$ cat src/rtl/serial_addsub.sv
// serial_addsub: multi-cycle adder/subtractor that processes SLICE bits per
// clock, LSB slice first, with the inter-slice carry held in a register.
// Results and flags are registered and only change on the edge that enters DONE.
module serial_addsub #(
   parameter int WIDTH = 8,
   parameter int SLICE = 2
) (
   input  logic             clk,
   input  logic             rst,
   input  logic             start,
   input  logic             sub,
   input  logic             cin,
   input  logic [WIDTH-1:0] A,
   input  logic [WIDTH-1:0] B,
   output logic             busy,
   output logic             done,
   output logic [WIDTH-1:0] Y,
   output logic             cout,
   output logic             ovf,
   output logic             zero,
   output logic             neg
);

   localparam int N  = WIDTH / SLICE;
   localparam int CW = (N > 1) ? $clog2(N) : 1;
   localparam logic [CW-1:0] LAST = CW'(N - 1);

   typedef enum logic [1:0] {IDLE, RUN, DONE} state_t;

   state_t           state_q;
   logic [WIDTH-1:0] a_q;
   logic [WIDTH-1:0] b_q;        // already inverted for subtract
   logic [WIDTH-1:0] sum_q;      // partial result, filled slice by slice
   logic [WIDTH-1:0] sum_d;
   logic [CW-1:0]    cnt_q;
   logic             carry_q;
   logic             busy_q;
   logic             done_q;
   logic [WIDTH-1:0] y_q;
   logic             cout_q;
   logic             ovf_q;
   logic             zero_q;
   logic             neg_q;

   int               slice_base;
   logic [SLICE-1:0] a_sl;
   logic [SLICE-1:0] b_sl;
   logic [SLICE-1:0] s_sl;
   logic             slice_cout;
   logic             msb_cin;    // carry into the top bit of this slice

   // Select the current slice and ripple the carry through it; the merged
   // sum_d is the full result once the last slice is folded in.
   always_comb begin
      logic cy;
      slice_base = int'(cnt_q) * SLICE;
      a_sl       = SLICE'(a_q >> slice_base);
      b_sl       = SLICE'(b_q >> slice_base);
      s_sl       = '0;
      msb_cin    = 1'b0;
      cy         = carry_q;
      for (int i = 0; i < SLICE; i++) begin
         if (i == SLICE - 1) begin
            msb_cin = cy;
         end
         s_sl[i] = a_sl[i] ^ b_sl[i] ^ cy;
         cy      = (a_sl[i] & b_sl[i]) | (cy & (a_sl[i] ^ b_sl[i]));
      end
      slice_cout = cy;
      sum_d      = sum_q;
      sum_d[slice_base +: SLICE] = s_sl;
   end

   // Control FSM plus all datapath and output registers; reset wins over
   // every transition and discards an in-flight operation.
   always_ff @(posedge clk) begin
      if (rst) begin
         state_q <= IDLE;
         a_q     <= '0;
         b_q     <= '0;
         sum_q   <= '0;
         cnt_q   <= '0;
         carry_q <= 1'b0;
         busy_q  <= 1'b0;
         done_q  <= 1'b0;
         y_q     <= '0;
         cout_q  <= 1'b0;
         ovf_q   <= 1'b0;
         zero_q  <= 1'b0;
         neg_q   <= 1'b0;
      end else begin
         case (state_q)
            IDLE: begin
               if (start) begin
                  a_q     <= A;
                  b_q     <= sub ? ~B : B;
                  carry_q <= sub ? 1'b1 : cin;
                  cnt_q   <= '0;
                  busy_q  <= 1'b1;
                  state_q <= RUN;
               end
            end
            RUN: begin
               sum_q   <= sum_d;
               carry_q <= slice_cout;
               cnt_q   <= cnt_q + 1'b1;
               if (cnt_q == LAST) begin
                  state_q <= DONE;
                  busy_q  <= 1'b0;
                  done_q  <= 1'b1;
                  y_q     <= sum_d;
                  cout_q  <= slice_cout;
                  ovf_q   <= slice_cout ^ msb_cin;
                  zero_q  <= (sum_d == '0);
                  neg_q   <= sum_d[WIDTH-1];
               end
            end
            DONE: begin
               done_q  <= 1'b0;
               state_q <= IDLE;
            end
            default: begin
               state_q <= IDLE;
            end
         endcase
      end
   end

   assign busy = busy_q;
   assign done = done_q;
   assign Y    = y_q;
   assign cout = cout_q;
   assign ovf  = ovf_q;
   assign zero = zero_q;
   assign neg  = neg_q;

endmodule

$ cat config.mk
export PLATFORM = sky130hd
export DESIGN_NAME = serial_addsub
export DESIGN_NICKNAME = d
export VERILOG_FILES = /design/src/rtl/serial_addsub.sv
export SDC_FILE = /design/constraint.sdc
export NUM_CORES = 1
export LEC_CHECK = 0
export CAP_MARGIN = 20
export CELL_PAD_IN_SITES_DETAIL_PLACEMENT = 1
export CELL_PAD_IN_SITES_GLOBAL_PLACEMENT = 2
export CORE_UTILIZATION = 29
export DETAILED_ROUTE_END_ITERATION = 12
export PLACE_DENSITY_LB_ADDON = 0.2
export SLEW_MARGIN = 25
export SYNTH_ARGS = -nofsm -noshare
export SYNTH_HDL_FRONTEND = slang
export SYNTH_SLANG_ARGS = --single-unit
$ cat constraint.sdc
create_clock -name clk -period 2.2 [get_ports clk]
set_input_delay 0.33 -clock clk [delete_from_list [all_inputs] [get_ports clk]]
set_output_delay 0.33 -clock clk [all_outputs]
set_load 0.02 [all_outputs]
==> results of run 1 <==
through the flow:
step	setup WS [ns]	cell area [µm²]	power (mW)	cells	utilization, %
detailed placement	-0.2062	2442	1.133	329	36.15
CTS	-0.1383	2591	1.699	338	38.35
global placement	-0.1403	2442	1.129	329	36.15
finish	-0.1657	2616	1.668	338	38.72
floorplan	-0.1623	2022	1.028	217	-
global route	-0.2660	2616	1.764	338	38.72
cells in the mapped netlist (all sizes together):
master	instances	area [µm²]
nand3b	2	27.53
or2	1	6.260
nand2b	3	18.77
a221oi	2	17.52
dfxtp	42	840.8
nor2	28	105.1
inv	7	26.28
and4b	1	10.01
nor2b	11	76.32
o21ai	4	20.01
xnor2	9	78.83
ha	6	75.07
a32oi	2	17.52
nor3b	1	7.510
nor3	3	25.02
a22oi	1	7.510
a21oi	15	75.07
a211oi	19	152.6
fa	2	40.04
buf	10	98.84
nand4	3	18.77
clkbuf	5	18.77
o21bai	1	7.510
mux4	4	90.09
a311oi	1	8.760
and2	2	12.51
nand2	26	97.59
a31oi	6	37.54
registers in the layout, summed over array words and instances (netlist names), 2 cells and up:
name	flops
sum_q	8
cnt_q	2
Y	8
b_q	8
state_q	2
a_q	8
cells by family (layout without fill, tap and decap cells):
kind of cell	after synthesis	after routing	share of synthesized area, %
AOI/OAI and AO/OA	51	51	17.05
muxes	4	4	4.464
buffers and inverters	22	63	7.130
xor gates and xnor gates	9	9	3.906
and+or+nand+nor	81	81	20.09
DFF	42	42	41.66
adders and majority gates	8	8	5.704
final cells by class:
cell class,instances,area share [%]
multi-input combinational,153,42.23
sequential,42,32.28
timing repair buffer,48,17.17
tap,80,3.826
clock buffer,7,3.300
inverter,7,1.004
clock inverter,1,0.1913
power by group:
part / switching (mW) / leakage (nW) / internal, mW / total (mW)
Sequential: 0.0232 / 0.344 / 0.797 / 0.820
Clock: 0.266 / 0.0482 / 0.253 / 0.520
Combinational: 0.169 / 0.550 / 0.160 / 0.329
worst register-to-register path: cells and delay by family, from the launching register on:
kind	cells	cell delay [ns]
AOI/OAI and AO/OA	2	0.18
adders and majority gates	2	0.85
buffers and inverters	1	0.07
DFF	1	0.37
muxes	1	0.52
and+or+nand+nor	2	0.27
metal layers:
metal	routed length, µm	vias up	global-route usage [%]	share of wire (%)
met3	126	6	3.502	2.8
met2	2248	25	25.60	50
met1	2080	756	16.65	46
li1	-	830	-	-
met5	0	-	0	0
met4	78	0	6.061	1.7
worst max-delay path by stage:
stage,to,cells after the start,startpoint
2_1_floorplan,zero,9,cnt_q[0]
3_5_place_dp,sum_q[1],7,cnt_q[0]
3_3_place_gp,zero,8,cnt_q[0]
5_1_grt,zero,8,cnt_q[0]
4_1_cts,Y[1],7,cnt_q[0]
6_report,zero,8,cnt_q[0]
repair_timing:
action / CTS / global route
pin swaps: 3 / 1
hold buffers: 0 / 0
setup buffers: 1 / 0
resized for setup: 11 / 4
cloned: 0 / 0
endpoints found under the setup margin: 10 / 15
==> impl_results.md, run 1 <==
- Outcome: finished, violations left
- Failing checks: negative setup slack
- Sequential element share of the synthesized area: around two fifths
- Drc violations: 0
- Gpl congestion: 0.7232
- First-pass DRT Iterations: 2
- Fmax: 0.4227 GHz
- Final setup viols: 9
- Fin crit period: approximately 2.4 ns
- Nets: ~290
- Cells after Synth: 217
- Syn nets: 246
- Crit Path Category: register to register
- # rows: 30
- Share of cells above drive strength 1: approximately 17%
- Worst slew pin tran: between 0.4 and 0.5 ns
- Final period util: 107.5%
- Commonest non-fill, non-tap cell in the layout: dfxtp_1
- YS warnings: 0
- DRT antenna net count: 0
- CP required: roughly 2.4 ns
- Final Max Tran Viols: 0
- Largest net degree at the start of global routing: 26
- FF+latch count, synth: 42
- R2R cell count: 8
- H-tree depth: 2
- Crit path max-delay family: adder cells
- Leak pwr: 0.9420 nW
- Multi-input combinational cell area: approximately 1100 µm²
- Core Region: roughly 6800 µm²
- Hold Path Stages: 2
- Syn_area_per_cell: between 9 and 10 µm²
- Vias in the first global route: about 1,700
- Critical Path Most Common Cell: fa_2
- Clock root buffer: clkbuf_8
- Clk_lat worst skew: approximately 0.30 ns
- Hold endpoint: ovf
- DRT iter0 DRCs: 14
- GRT overflow: 0
- Crit. End Element: register
- Fill cell count: a little under 800
- Top Ports: 35
- Dpl hpwl: 3295 µm
- Clock slew at reported path FFs: 0.08 ns
- Die Span X: around 85 µm
- Register area: 844.6 µm²
- R2R Path End: zero
- Arr. time, crit path: ~2.6 ns
- Die area: between 7000 and 8000 µm²
- Tot GR Track Use: 14.48%
- CTS tree: done
- Crit path cell chain: mux4_2 > fa_2 > inv_2 > fa_2 > nor2_4 > a31oi_4 > nand4_1 > o21ai_1
- Detail-routed net length per standard cell: 13.41 µm
- Max Cap Violations: 0
- CTS max path bufs: 2
- Post-detailed-routing wire length: 4534 µm
- FF-to-FF setup slack: -0.17 ns
- Crit path max-delay cell type: mux4_2
- Hold Path Origin: ovf
- Min setup slack post-route: -0.1657 ns
- Power Dens Cells: 637.7 nW/µm²
- Die height: about 85 µm
- First-pass GRT wire length: around 8300 µm
- Setup TNS: -0.9408 ns
- RSZ-0062 raised after global routing: true
- Hold crit path type: register to register
- Worst vdd ir: ~190 µV
- Area Growth Syn to Fin: 29.63%
- Routed via count: around 1,600
- Starting density of the core: 29.87%
- Number of diodes: 0
- Vias per cell: ~4.8
- Slew HR: between 60% and 70%
- IO buf count: 34
- Initial antenna violation count: 0
- Layout Skew: roughly 0.0075 ns
- Most frequent cells in the layout: dfxtp_1 (41), clkdlybuf4s50_1 (34), nor2_1 (27)
- Endpoints failing hold: 0
- Clk sink count: 42
- Cts bufs inserted: 5
- Number of unique standard cell types used by synthesis: 35
- Startpoint Class: register
- R2r startpoint: cnt_q[0]
- CP Buf/Inv Count: 1
- CP max FO: 3
- Critical path's largest stage delay: 0.52 ns
- Worst Hold Margin: 0.4575 ns
- Cell Area, Synth: just over 2000 µm²
Power figures use the tool's default switching activity.
==> run 2: changes to the inputs <==
- CAP_MARGIN: 20 -> unset
==> results of run 2 <==
No change in the layout: final DEF, timing and power equal those of run 1.
